==> src/rtl/mem_arb_pkg.sv <==
// mem_arb_pkg: shared types and constants for the two-client SDRAM request arbiter.
package mem_arb_pkg;

  localparam int NUM_CLIENTS = 2;

  typedef enum logic [1:0] {
    IDLE,
    ISSUE,
    WAIT
  } arb_state_t;

  typedef logic client_id_t;

endpackage

==> src/rtl/rr_pick2.sv <==
// rr_pick2: combinational two-way round-robin picker; on a tie the client that did not win last goes.
module rr_pick2
  import mem_arb_pkg::*;
(
  input  logic [NUM_CLIENTS-1:0] req,
  input  client_id_t             last,
  output client_id_t             gnt_id,
  output logic                   valid
);

  always_comb begin
    valid  = |req;
    gnt_id = req[1];
    if (&req) gnt_id = ~last;
  end

endmodule

==> src/rtl/mem_req_arbiter.sv <==
// mem_req_arbiter: two-client round-robin front end for the SDRAM driver, one transaction in flight.
// Optional watchdog on the completion wait: define MEM_REQ_ARBITER_TIMEOUT_EN.
//   state | meaning
//   IDLE  | waiting for mem_rdy and at least one client request
//   ISSUE | single cycle: r/w strobe to driver, grant pulse to owner
//   WAIT  | strobes low, address/data held, waiting for mem_cplt
module mem_req_arbiter
  import mem_arb_pkg::*;
#(
  parameter int ADDR_WIDTH     = 24,
  parameter int DATA_WIDTH     = 16,
  parameter int TIMEOUT_CYCLES = 1024
) (
  input  logic                  clk,
  input  logic                  rst_n,
  input  logic                  c0_req,
  input  logic                  c0_we,
  input  logic [ADDR_WIDTH-1:0] c0_addr,
  input  logic [DATA_WIDTH-1:0] c0_wdata,
  output logic                  c0_gnt,
  output logic                  c0_done,
  output logic [DATA_WIDTH-1:0] c0_rdata,
  input  logic                  c1_req,
  input  logic                  c1_we,
  input  logic [ADDR_WIDTH-1:0] c1_addr,
  input  logic [DATA_WIDTH-1:0] c1_wdata,
  output logic                  c1_gnt,
  output logic                  c1_done,
  output logic [DATA_WIDTH-1:0] c1_rdata,
  output logic [ADDR_WIDTH-1:0] mem_addr,
  output logic [DATA_WIDTH-1:0] mem_data_in,
  output logic                  mem_r_en,
  output logic                  mem_w_en,
  input  logic [DATA_WIDTH-1:0] mem_data_out,
  input  logic                  mem_rdy,
  input  logic                  mem_cplt,
  output logic                  timeout_err
);

  arb_state_t            state;
  client_id_t            owner;
  client_id_t            rr_last;
  client_id_t            pick_id;
  logic                  pick_valid;
  logic                  we_q;
  logic                  sel_we;
  logic [ADDR_WIDTH-1:0] sel_addr;
  logic [DATA_WIDTH-1:0] sel_wdata;
  logic                  wd_expire;

  rr_pick2 u_pick (
    .req    ({c1_req, c0_req}),
    .last   (rr_last),
    .gnt_id (pick_id),
    .valid  (pick_valid)
  );

  assign sel_we    = pick_id ? c1_we    : c0_we;
  assign sel_addr  = pick_id ? c1_addr  : c0_addr;
  assign sel_wdata = pick_id ? c1_wdata : c0_wdata;

  always_ff @(posedge clk or negedge rst_n) begin
    if (!rst_n) begin
      state       <= IDLE;
      owner       <= 1'b0;
      rr_last     <= 1'b1;
      we_q        <= 1'b0;
      mem_addr    <= '0;
      mem_data_in <= '0;
      mem_r_en    <= 1'b0;
      mem_w_en    <= 1'b0;
      c0_gnt      <= 1'b0;
      c1_gnt      <= 1'b0;
      c0_done     <= 1'b0;
      c1_done     <= 1'b0;
      c0_rdata    <= '0;
      c1_rdata    <= '0;
    end else begin
      mem_r_en <= 1'b0;
      mem_w_en <= 1'b0;
      c0_gnt   <= 1'b0;
      c1_gnt   <= 1'b0;
      c0_done  <= 1'b0;
      c1_done  <= 1'b0;
      case (state)
        IDLE: begin
          if (mem_rdy && pick_valid) begin
            owner       <= pick_id;
            we_q        <= sel_we;
            mem_addr    <= sel_addr;
            mem_data_in <= sel_wdata;
            mem_w_en    <= sel_we;
            mem_r_en    <= ~sel_we;
            c0_gnt      <= (pick_id == 1'b0);
            c1_gnt      <= (pick_id == 1'b1);
            state       <= ISSUE;
          end
        end
        ISSUE: begin
          rr_last <= owner;
          state   <= WAIT;
        end
        WAIT: begin
          // a watchdog expiry completes the transaction but leaves rdata untouched
          if (mem_cplt || wd_expire) begin
            c0_done <= (owner == 1'b0);
            c1_done <= (owner == 1'b1);
            if (mem_cplt && !we_q) begin
              if (owner) c1_rdata <= mem_data_out;
              else       c0_rdata <= mem_data_out;
            end
            state <= IDLE;
          end
        end
        default: state <= IDLE;
      endcase
    end
  end

`ifdef MEM_REQ_ARBITER_TIMEOUT_EN
  logic [15:0] wd_cnt;

  assign wd_expire = (state == WAIT) && !mem_cplt &&
                     (wd_cnt + 16'd1 == 16'(TIMEOUT_CYCLES));

  always_ff @(posedge clk or negedge rst_n) begin
    if (!rst_n) begin
      wd_cnt      <= '0;
      timeout_err <= 1'b0;
    end else begin
      if (state == ISSUE)     wd_cnt <= '0;
      else if (state == WAIT) wd_cnt <= wd_cnt + 16'd1;
      if (wd_expire) timeout_err <= 1'b1;
    end
  end
`else
  logic unused_timeout;
  assign unused_timeout = ^TIMEOUT_CYCLES;
  assign wd_expire      = 1'b0;
  assign timeout_err    = 1'b0;
`endif

endmodule
==> config.mk <==
export PLATFORM = sky130hd
export DESIGN_NAME = mem_req_arbiter
export DESIGN_NICKNAME = d
export VERILOG_FILES = /design/src/rtl/mem_arb_pkg.sv /design/src/rtl/rr_pick2.sv /design/src/rtl/mem_req_arbiter.sv
export SDC_FILE = /design/constraint.sdc
export NUM_CORES = 1
export LEC_CHECK = 0
export ABC_CLOCK_PERIOD_IN_PS = 2100
export CORE_UTILIZATION = 41
export CTS_BUF_LIST = sky130_fd_sc_hd__clkbuf_4
export DETAILED_ROUTE_END_ITERATION = 16
export GPL_ROUTABILITY_DRIVEN = 0
export PLACE_DENSITY = 0.83
export SYNTH_ARGS = -nofsm -noshare
export SYNTH_HDL_FRONTEND = slang
export SYNTH_SLANG_ARGS = --single-unit
export TNS_END_PERCENT = 1
==> constraint.sdc <==
create_clock -name clk -period 2.1 [get_ports clk]
set_input_delay 0.315 -clock clk [delete_from_list [all_inputs] [get_ports clk]]
set_output_delay 0.315 -clock clk [all_outputs]
set_load 0.02 [all_outputs]
==> run metrics <==
CP max-delay cell=clkdlybuf4s50_1; clock buffer depth=2; die width=94.03 microns; TNS Setup=0 ns; fmax=577.9 MHz; count of final hold-check violations=0; post-CTS sizing=0; Syn Inst Count=246; share of layout cells above drive strength 1=0.1581; Distinct cells, synth=25; DR DRC count=0; Slew Limit Fails=0; Setup Viol. Count Final=0; Critical Path AT=1.42 ns; Multi-input gate area=1255 sq um; IO Port Bufs=181; vias per inst=5.364; Seq cells post-synth=83; RSZ-0062 raised after global routing=false; crit-path cells=clkdlybuf4s50_1; sequential share of the synthesized area=0.5986; 1st-pass router iterations=4; Worst R2R Setup Slack=0.50 ns; FF+latch area=2078 sq um; Cells after DPL=518; Crit Path Max Fanout=2; Iteration-0 DRC Markers=94; H-Tree Depth=3; DR vias=2870; nature of the critical path endpoint=output port; row count=33; R2R depth=4; Crit Path Class=reg2out; Mapped Nets=350; largest net degree at the start of global routing=49; CTS clk-pin slew, worst paths=0.13 ns; Post-CTS Setup Bufs=0; clock net sink count=83; Synth warnings=0; die height=94.03 microns; antenna violations before repair=0; CP required=1.78 ns; antenna cells=0; Startpoint Class=register; HPWL Detailed=6859 microns; worst slew pin tran=0.6281 ns; max incr delay on CP=0.64 ns; slew margin rel.=0.5794; GRT Total Usage=0.2198; Post-CTS Hold Buffers=1; Overflow after GRT=0; Max-cap violations=0; Synth Area per Inst=14.11 sq um; Routed Antenna Nets=0; mapped cell area=3472 sq um; clock latency on the worst-skew pair=0.40 ns; Layout Nets=529; FILL cells=660; Non-Filler Instances=535; PwrDens=1283 nW/um^2; minimum clock period=1.730 ns; cell family with most CP delay=buffers and inverters; worst vdd ir=0.0007011 V; DIE AREA=8841 sq um; Leak=2.221 nW; final WL=9570 microns; period utilization=0.8240; worst setup skew after layout=0.006639 ns; I/O Pins=183; Crit Reg-Reg Startpoint=rr_last; Synth-to-Final Area Change=59.32%; CTS tree=built; Core Area=8217 sq um; WL per Instance=17.89 microns; Worst Hold Class=in2async; CTS Buf Count=9; first-pass GRT wire length=14950 microns; status=complete, no violations; vias in the first global route=2977; Initial Util=0.4226; worst r2r dst=mem_data_in[4]; Root Driver=clkbuf_4; WP buf/inv=1
## how the worst max path moves through the flow
stage,start,slack (ns),depth (start not counted),to
6_report,mem_addr[20],0.37,1,mem_addr[20]
4_1_cts,c0_rdata[9],0.34,1,c0_rdata[9]
2_1_floorplan,state[0],0.61,4,c0_rdata[10]
3_5_place_dp,c1_req,-0.02,5,mem_data_in[8]
3_3_place_gp,c1_req,0.1,5,mem_data_in[5]
5_1_grt,c1_rdata[15],0.29,1,c1_rdata[15]
## flip-flops by register name, indices dropped and copies added (netlist names)
name,count
mem_addr,24
c0_done,1
mem_w_en,1
c0_gnt,1
c1_gnt,1
mem_r_en,1
mem_data_in,16
c1_rdata,16
c1_done,1
state,2
owner,1
c0_rdata,16
we_q,1
rr_last,1
## where the power goes
| group | total, mW | switching (mW) | internal [mW] |
|---|---|---|---|
| combinational | 3.60 | 1.67 | 1.93 |
| sequential | 2.71 | 0.421 | 2.28 |
| clock | 0.790 | 0.533 | 0.257 |
## cell usage in the layout, fill, tap and decap left out
master / netlist / final
a2bb2oi_1: 41 / 41
clkinvlp_4: 0 / 3
and2_1: 2 / 2
mux2i_1: 2 / 2
clkbuf_4: 0 / 10
mux2_1: 1 / 1
nor2_1: 4 / 4
inv_6: 0 / 1
inv_1: 2 / 2
nand2b_1: 2 / 2
buf_4: 5 / 9
inv_2: 1 / 1
buf_12: 0 / 3
dfrtp_1: 82 / 82
conb_1: 1 / 1
dlygate4sd3_1: 0 / 1
nand2_1: 1 / 1
clkinv_2: 0 / 2
o32ai_1: 41 / 41
clkdlybuf4s50_1: 0 / 180
nor3_4: 2 / 2
a21bo_2: 1 / 1
nor3b_4: 1 / 1
o21ai_0: 2 / 2
nor2b_2: 0 / 1
o21ai_2: 1 / 1
dfstp_2: 1 / 1
nand3b_4: 1 / 1
mux2_2: 31 / 31
## final cells by class
type / instances / share of cell area
Sequential cell: 83 / 0.3757
Timing Repair Buffer: 193 / 0.3506
Multi-Input combinational cell: 135 / 0.2269
Tap cell: 105 / 0.02375
Clock buffer: 10 / 0.01357
Clock inverter: 6 / 0.007464
Inverter: 3 / 0.002036
## synthesized netlist by cell type
cell | count | area, sq um
mux2i_1 | 2 | 20.02
o32ai_1 | 41 | 359.1
nor3b_4 | 1 | 18.77
inv_2 | 1 | 3.750
dfrtp_1 | 82 | 2052
o21ai_2 | 1 | 8.760
nand2b_1 | 2 | 12.51
nor2b_1 | 1 | 6.260
buf_2 | 2 | 10.01
conb_1 | 1 | 3.750
mux2_1 | 1 | 11.26
a2bb2oi_1 | 41 | 359.1
and2_1 | 2 | 12.51
nand2_1 | 1 | 3.750
nor2_1 | 4 | 15.01
dfstp_2 | 1 | 26.28
inv_1 | 2 | 7.510
o21ai_0 | 2 | 10.01
a21bo_2 | 1 | 10.01
buf_4 | 5 | 37.54
mux2_2 | 31 | 349.1
nor3_4 | 2 | 32.53
nand3b_4 | 1 | 20.02
clkbuf_1 | 16 | 60.06
buf_6 | 2 | 22.52
## logic make-up after synthesis
logic type      after synthesis  synth area share
compound gates               86            0.2151
flops                        83            0.5986
mux                          34            0.1095
buf+inv                      28           0.04072
simple gates                 14           0.03495
other cells                   1          0.001080
## layer usage
layer | vias up | GRT usage | wire (microns)
li1 | 1335 | - | -
met1 | 1394 | 0.2686 | 3829
met2 | 129 | 0.3735 | 4703
met3 | 12 | 0.06553 | 907
met4 | 0 | 0.06667 | 130
met5 | - | 0 | 0
## metrics by stage
step | setup WS (ns) | instance area, sq um | power (mW) | util | hold slack, ns
global placement | 0.09594 | 5405 | 6.260 | 0.6578 | 0.3025
finish | 0.3695 | 5532 | 7.098 | 0.6732 | 0.4159
CTS | 0.3368 | 5532 | 7.189 | 0.6732 | 0.3856
floorplan | 0.6063 | 3472 | 4.494 | - | 0.01941
global route | 0.2855 | 5532 | 7.505 | 0.6732 | 0.4133
detailed placement | -0.01693 | 5405 | 6.356 | 0.6578 | 0.3089
Note: power is estimated with default switching activity, not from simulation.
==> patch (same flow settings) <==
Re-encode `arb_state_t` (3 states) as one-hot, 3 bits wide.
--- a/src/rtl/mem_arb_pkg.sv
+++ b/src/rtl/mem_arb_pkg.sv
@@ -3,10 +3,10 @@
 
   localparam int NUM_CLIENTS = 2;
 
-  typedef enum logic [1:0] {
-    IDLE,
-    ISSUE,
-    WAIT
+  typedef enum logic [2:0] {
+    IDLE  = 3'b001,
+    ISSUE = 3'b010,
+    WAIT  = 3'b100
   } arb_state_t;
 
   typedef logic client_id_t;
Behaviour: no difference found for any inputs over 4 cycles, from zero or initial values and one cycle with rst_n low; so few cycles prove little.
==> patch against the original RTL <==
  * Die area is 3.7% higher
  * Wire length is 1.9% higher
  * Total power is 9.2% lower
  * Maximum frequency is 8.4% lower
  * Setup slack worse by 160 ps
  * Sequential cell count is 1 higher
  * Global-route usage is 0.17 points lower
  * Critical path depth is 2 higher
  * Area after synthesis is 3.8% higher
  * Cell area is 3.0% higher
  * Count of clock-buffer cells in the layout is 1 lower
  * Critical path type is now reg2reg
  * Largest power group unchanged
  * Highest routed layer unchanged
==> patch: results (changes against the original RTL) <==
Global routing
  • Initial antenna violation count: 0 (unchanged)
  • Pin count of the biggest net entering global routing: 49 (unchanged)
  • Via count of the first global-routing pass: 2969 (-0.27%)
  • First-pass GRT wire length: 15.1 mm (+1.1%)
  • Total GRT Usage: 21.8% (-0.17 points)

Final layout
  • Share of cells above drive strength 1: 15.5% (-0.27 points)
  • Post-layout util: 68.0% (+0.67 points)
  • Largest reg by FF count: mem_addr
  • # diodes: 0 (unchanged)
  • Filler cell count in the final layout: 612 (-7.3%)
  • Nets@finish: 530 (+0.19%)

Synthesis
  • Multiplexer area fraction after synthesis: 12.6% (+1.7 points)
  • Adder-cell share of the synthesized area: 0% (unchanged)
  • Compound-gate portion of the synthesized area: 20.8% (-0.69 points)
  • Mapped Nets: 355 (+1.4%)
  • Commonest cells in the netlist: 82 x dfrtp_1, 41 x a2bb2oi_1, 41 x o32ai_1
  • Yosys cell types: 27 (+8.0%)
  • Mapped Avg Cell Area: 14.4 sq um (+1.8%)
  • Post-synth ARST share: 100% (unchanged)
  • Area contributors post-synth: dfrtp_1 57%, a2bb2oi_1 10%, o32ai_1 10%
  • Seq/Total Area, Yosys: 58.4% (-1.5 points)
  • Xor/xnor cell area share of the yosys netlist: 0% (unchanged)

Timing
  • Rel. slew slack: 41.4% (-17 points)
  • Setup Skew: 20.0 ps (+13.4 ps)
  • Hold slack final: 383 ps (-33.1 ps)

Critical path
  • Crit path largest cell delay: 720 ps (+80 ps)
  • Worst reg2reg path startpoint: rr_last
  • Worst reg-to-reg path cell count: 3 (-1)
  • R2r setup slk: 210 ps (-290 ps)
  • Crit path to: mem_addr[22]
  • Critical Path Fanout Max: 45 (+43)
  • Top delay family on crit path: compound AO/OA/AOI/OAI gates
  • Worst path slowest cell: a21bo_2
  • Arrival time at the worst endpoint: 2220 ps (+800 ps)

Route
  • Vias post-DR: 2948 (+2.7%)
  • Drt pass-1 iters: 4 (unchanged)
  • Drt total wl: 9.75 mm (+1.9%)
  • DR WL/cell: 18.2 microns (+1.7%)
  • Initial DRC Count: 139 (+48%)

Power and ir drop
  • Sw power: 2.18 mW (-17%)
  • Combinational share of power: 44.0% (-6.8 points)
  • Leak: 2.38 nW (+7.3%)
  • Sequential logic power: 2.44 mW (-10%)
  • Seq pwr share: 37.9% (-0.2 points)
  • Maximum VDD drop: 664 uV (-5.2%)

Placement
  • Placed Cells: 519 (+0.19%)
  • Post-DP Area: 5500 sq um (+1.7%)
  • Port Buf Inserts: 181 (unchanged)
  • Worst slack, placed: -43.7 ps (-26.7 ps)
  • Placed wire-length estimate: 6.90 mm (+0.66%)

Clock tree
  • Max H-tree Level: 3 (unchanged)
  • Clk root buf: clkbuf_4
  • Clock latency on the worst-skew pair: 410 ps
  • Clock transition at path regs: 140 ps
  • Clock Tree Buf Depth: 2 (unchanged)

Outcome
  • Outcome: finished, final reports clean

Worst hold path
  • Worst Hold Class: in2async
-- patch: changes by cell type after synthesis, moves of 2 or more --
cell / delta
buf_12: +2
mux2_2: -19
mux2_4: +20
nor3_4: -2
or3_1: +2
-- patch: routing by layer --
layer | up-vias | track usage [%] | share of wire, %
met2 | 132 | 35.3 | 48
li1 | 1339 | - | -
met1 | 1463 | 28.5 | 43
met3 | 14 | 4.98 | 7.5
met5 | - | 0 | 0
met4 | 0 | 8.58 | 1.7
-- patch: timing repair --
| item | 4_1_cts | 5_1_grt |
|---|---|---|
| hold buffers | 1 | 0 |
| buffers inserted | 0 | 0 |
| hold endpoints to repair | 36 | 0 |
-- patch: cell families after synthesis --
kind of cell | Yosys count
buf+inv | 31
simple gates | 14
mux | 34
other cells | 1
compound gates | 87
flops | 84
-- patch: cell type report --
type                       instances  area share [%]
inverter                           3           0.198
tap                              105            2.31
clock buffer                       9            1.19
multi-input combinational        136            23.1
timing repair buffer             192            34.1
sequential                        84            36.9
clock inverter                     7            2.15
